[src/rtl/sign_ext.sv]
// Registered immediate sign-extension unit for the RISC-Z ALU B operand.
// Optional zero-extension mode: define SIGN_EXT_ZERO_EXT_EN to add ZeroExt.
module sign_ext #(
  parameter int DATA_W = 16
) (
  input  logic              clk,
  input  logic              rst_n,
  input  logic              En,
  input  logic [1:0]        SignOp,
  input  logic [9:0]        In0,
  input  logic [3:0]        In1,
  input  logic [5:0]        In2,
  input  logic [7:0]        In3,
`ifdef SIGN_EXT_ZERO_EXT_EN
  input  logic              ZeroExt,
`endif
  output logic [DATA_W-1:0] ExOut,
  output logic              ExValid
);

  logic [3:0]        sel;
  logic              sx;
  logic [DATA_W-1:0] res;

  assign sel = 4'b0001 << SignOp;

`ifdef SIGN_EXT_ZERO_EXT_EN
  assign sx = ~ZeroExt;
`else
  assign sx = 1'b1;
`endif

  // Fill the word with the extension bit, then overlay the raw field.
  always_comb begin
    res = '0;
    unique case (1'b1)
      sel[0]: begin
        res      = {DATA_W{sx & In0[9]}};
        res[9:0] = In0;
      end
      sel[1]: begin
        res      = {DATA_W{sx & In1[3]}};
        res[3:0] = In1;
      end
      sel[2]: begin
        res      = {DATA_W{sx & In2[5]}};
        res[5:0] = In2;
      end
      sel[3]: begin
        res      = {DATA_W{sx & In3[7]}};
        res[7:0] = In3;
      end
      default: res = '0;
    endcase
  end

  always_ff @(posedge clk) begin
    if (!rst_n) begin
      ExOut   <= '0;
      ExValid <= 1'b0;
    end else if (En) begin
      ExOut   <= res;
      ExValid <= 1'b1;
    end
  end

endmodule

[config.mk]
export PLATFORM = sky130hd
export DESIGN_NAME = sign_ext
export DESIGN_NICKNAME = d
export VERILOG_FILES = /design/src/rtl/sign_ext.sv
export SDC_FILE = /design/constraint.sdc
export NUM_CORES = 1
export LEC_CHECK = 0
export BUFFER_PORTS_ARGS = -buffer_cell sky130_fd_sc_hd__buf_2
export CAP_MARGIN = 20
export CORE_UTILIZATION = 35
export CTS_CLUSTER_DIAMETER = 150
export DETAILED_ROUTE_END_ITERATION = 12
export PLACE_DENSITY = 0.74
export SETUP_SLACK_MARGIN = 0.5
export SLEW_MARGIN = 20
export SYNTH_ARGS = -nofsm -noshare
export SYNTH_HDL_FRONTEND = slang
export SYNTH_SLANG_ARGS = --single-unit
[constraint.sdc]
create_clock -name clk -period 1.2 [get_ports clk]
set_clock_uncertainty 0.1 [all_clocks]
set_input_delay 0.3 -clock clk [delete_from_list [all_inputs] [get_ports clk]]
set_output_delay 0.3 -clock clk [all_outputs]
set_load 0.01 [all_outputs]
==> impl_metrics.toml <==
[worst_hold_path]
hold_path_class = "in -> reg"
hold_end = "ExOut[5]"
hold_start = "In0[5]"
hold_depth = 3

[setup_path]
crit_slowest_cell = "dfxtp_4"
r2r-end = "ExOut[3]"
start_kind = "flop"
cp.depth = 1
slowest_delay_ns = 0.37
critical_path.endpoint_type = "output port"
critPathTopFamily = "flip-flops"
worstPathRequired_ns = 0.80
arrival_ns = 0.76
crit_type = "reg -> out"
reg2reg_depth = 3
startpoint = "ExOut[14]"
cp_cell_sequence = "buf_2"
worst-path-buf-inv = 1
r2r_start = "ExOut[3]"
ff2ff_setup_slack_ns = 0.38
crit_fanout = 8

[run_status]
outcome = "completed"

[placed_design]
io_buffers = 49
dp_slack_ns = -0.2095
placed_area_um2 = 910.9
hpwl_mm = 1.362
routabilityCongestion = 0.7051

[finish]
syn_to_final_growth_pct = 68.43
n_antenna_cell = 0
fin_area_mm2 = 0.001115
final.fill_count = 138
nets = 151
final_cell_mix = "36 x buf_2, 12 x buf_6, 10 x dfxtp_2, 10 x buf_4"
final_common_cell = "buf_2"
drive_gt1_share_pct = 72.65

[routing]
drt_pass1_iterations = 5
via_count = 675
drt_wl_total_mm = 1.945
vias_per_cell = 4.754
drt_iter0_markers = 7
wire_per_inst_um = 13.70
antenna_left = 0
route.detailed.drc = 0

[logic_synthesis]
synth_area_leaders = "dfxtp_1 33%, mux4_2 17%, buf_4 9.1%"
syn_inst = 64
synth_top_cell_by_area = "dfxtp_1"
synth_area_per_cell_um2 = 10.34
async_reset_ff_share_pct = 0
synth_area_um2 = 661.9
seq_area_frac_synth_pct = 33.27
synth_ff_type = "dfxtp_1"
synth_edf_count = 0
syn-num-nets = 97
synth_top_area_share_pct = 33.27
synth_cell_type_count = 20
ys_ff_latch = 11
ys_warn_count = 0

[clocking]
clock-root-buffer = "clkbuf_4"
cts.path.max_buffers = 2
postCtsHoldBufs = 0
worstSkewPairLatency_ns = 0.27
clock_sinks = 11
cts_tree = "yes"
cts.reportedPaths.clkPinSlew_ns = 0.07
numCtsBuffers = 3
htree_levels = 1

[timing]
tightest_slew_ns = 0.3409
grt_setup_unrepaired = "true"
setup_violations = 0
maxSlewHeadroom_pct = 77.17
fmax_ghz = 0.8601
fin_setup_tns_ns = 0
fin_crit_ns = 1.163
period_share_pct = 96.89
hold_viol = 0
setup_slack_ns = 0.03735
drv_slew = 0

[pwr]
power_density_mw_per_mm2 = 907.2
leakagePower_nw = 0.5249
finalPower_mw = 1.011
peakVddDrop_mv = 0.4391

[global_route]
track_usage_pct = 21.27
met2_usage_pct = 39.43
antenna_found_initial = 0
grt.met1_usage_pct = 23.15
top_usage_layer = "met2"
first_global_vias = 694
grt_use_met3_pct = 4.365
grt-ovfl-total = 0
grt_max_degree = 10
grt_pass1_wl_mm = 3.036

[die]
fp.dieW_um = 45.49
die-area_mm2 = 0.002069
io_pins = 50
core_area_mm2 = 0.001745
rows = 15
start_util_pct = 37.92
dieHeight_um = 45.49

[run]
cap_violations = 0
## layout make-up
class	count	area [µm²]	area share (%)
Multi-Input combinational cell	41	375.4	33.67
Sequential cell	11	236.5	21.21
Timing Repair Buffer	61	445.4	39.96
Clock buffer	4	26.28	2.357
Tap cell	25	31.28	2.806
## synth_stat cells (all sizes together), types with 2 or more instances
library cell / number
a211oi: 3
a31oi: 2
buf: 12
dfxtp: 11
mux2i: 5
mux4: 5
nand2: 3
nand3: 2
nand3b: 2
nor2: 4
nor2b: 5
nor3: 3
o21ai: 2
## registers in the layout, summed over array words and instances (netlist names)
register  flops
ExValid       1
ExOut        10
## worst max-delay path by stage
| stage | slack, ns | end |
|---|---|---|
| final | 0.04 | ExOut[11] |
| after CTS | 0.03 | ExOut[15] |
| after floorplan | -0.06 | ExOut[0] |
| after global placement | -0.18 | ExOut[2] |
| after detailed placement | -0.21 | ExOut[2] |
| after global routing | -0.007 | ExOut[10] |
## cell families (layout without fill, tap and decap cells)
family / Yosys count / count (layout) / share of synthesized area, %
DFF: 11 / 11 / 33.27
muxes: 11 / 11 / 26.28
AOI/OAI and AO/OA: 9 / 9 / 9.074
and+or+nand+nor: 21 / 21 / 17.39
buffers and inverters: 12 / 65 / 13.99
## power by group
part	total [mW]	switching [mW]	leakage [nW]	internal (mW)
Clock	0.259	0.130	0.0150	0.129
Combinational	0.331	0.127	0.415	0.203
Sequential	0.422	0.0225	0.0949	0.399
Total	1.01	0.280	0.525	0.731
## through the flow
step,hold WS [ns],utilization (%),instances
floorplan,0.3174,-,64
global placement,0.3364,52.19,133
detailed placement,0.3418,52.19,133
CTS,0.1800,61.86,142
global route,0.1920,63.87,142
finish,0.1843,63.87,142
## per-layer routing
layer / wire length [µm] / up-vias / part of all wire, %
li1: - / 332 / -
met1: 735 / 310 / 38
met2: 1092 / 27 / 56
met3: 84 / 6 / 4.3
met4: 32 / 0 / 1.6
met5: 0 / - / 0
## worst reg2reg max path, cell delays in order (launching register included)
cell     delay [ns]
dfxtp_2        0.33
buf_4          0.12
mux2i_1        0.11
nor2b_1        0.06
## what timing repair did
item / CTS / global route
setup endpoints to repair: 27 / 28
resized for setup: 24 / 9
gates cloned: 0 / 0
buffers inserted: 5 / 0
endpoints found under the hold margin: 0 / 0
pin swaps: 4 / 6
Note: power is estimated with default switching activity, not from simulation.
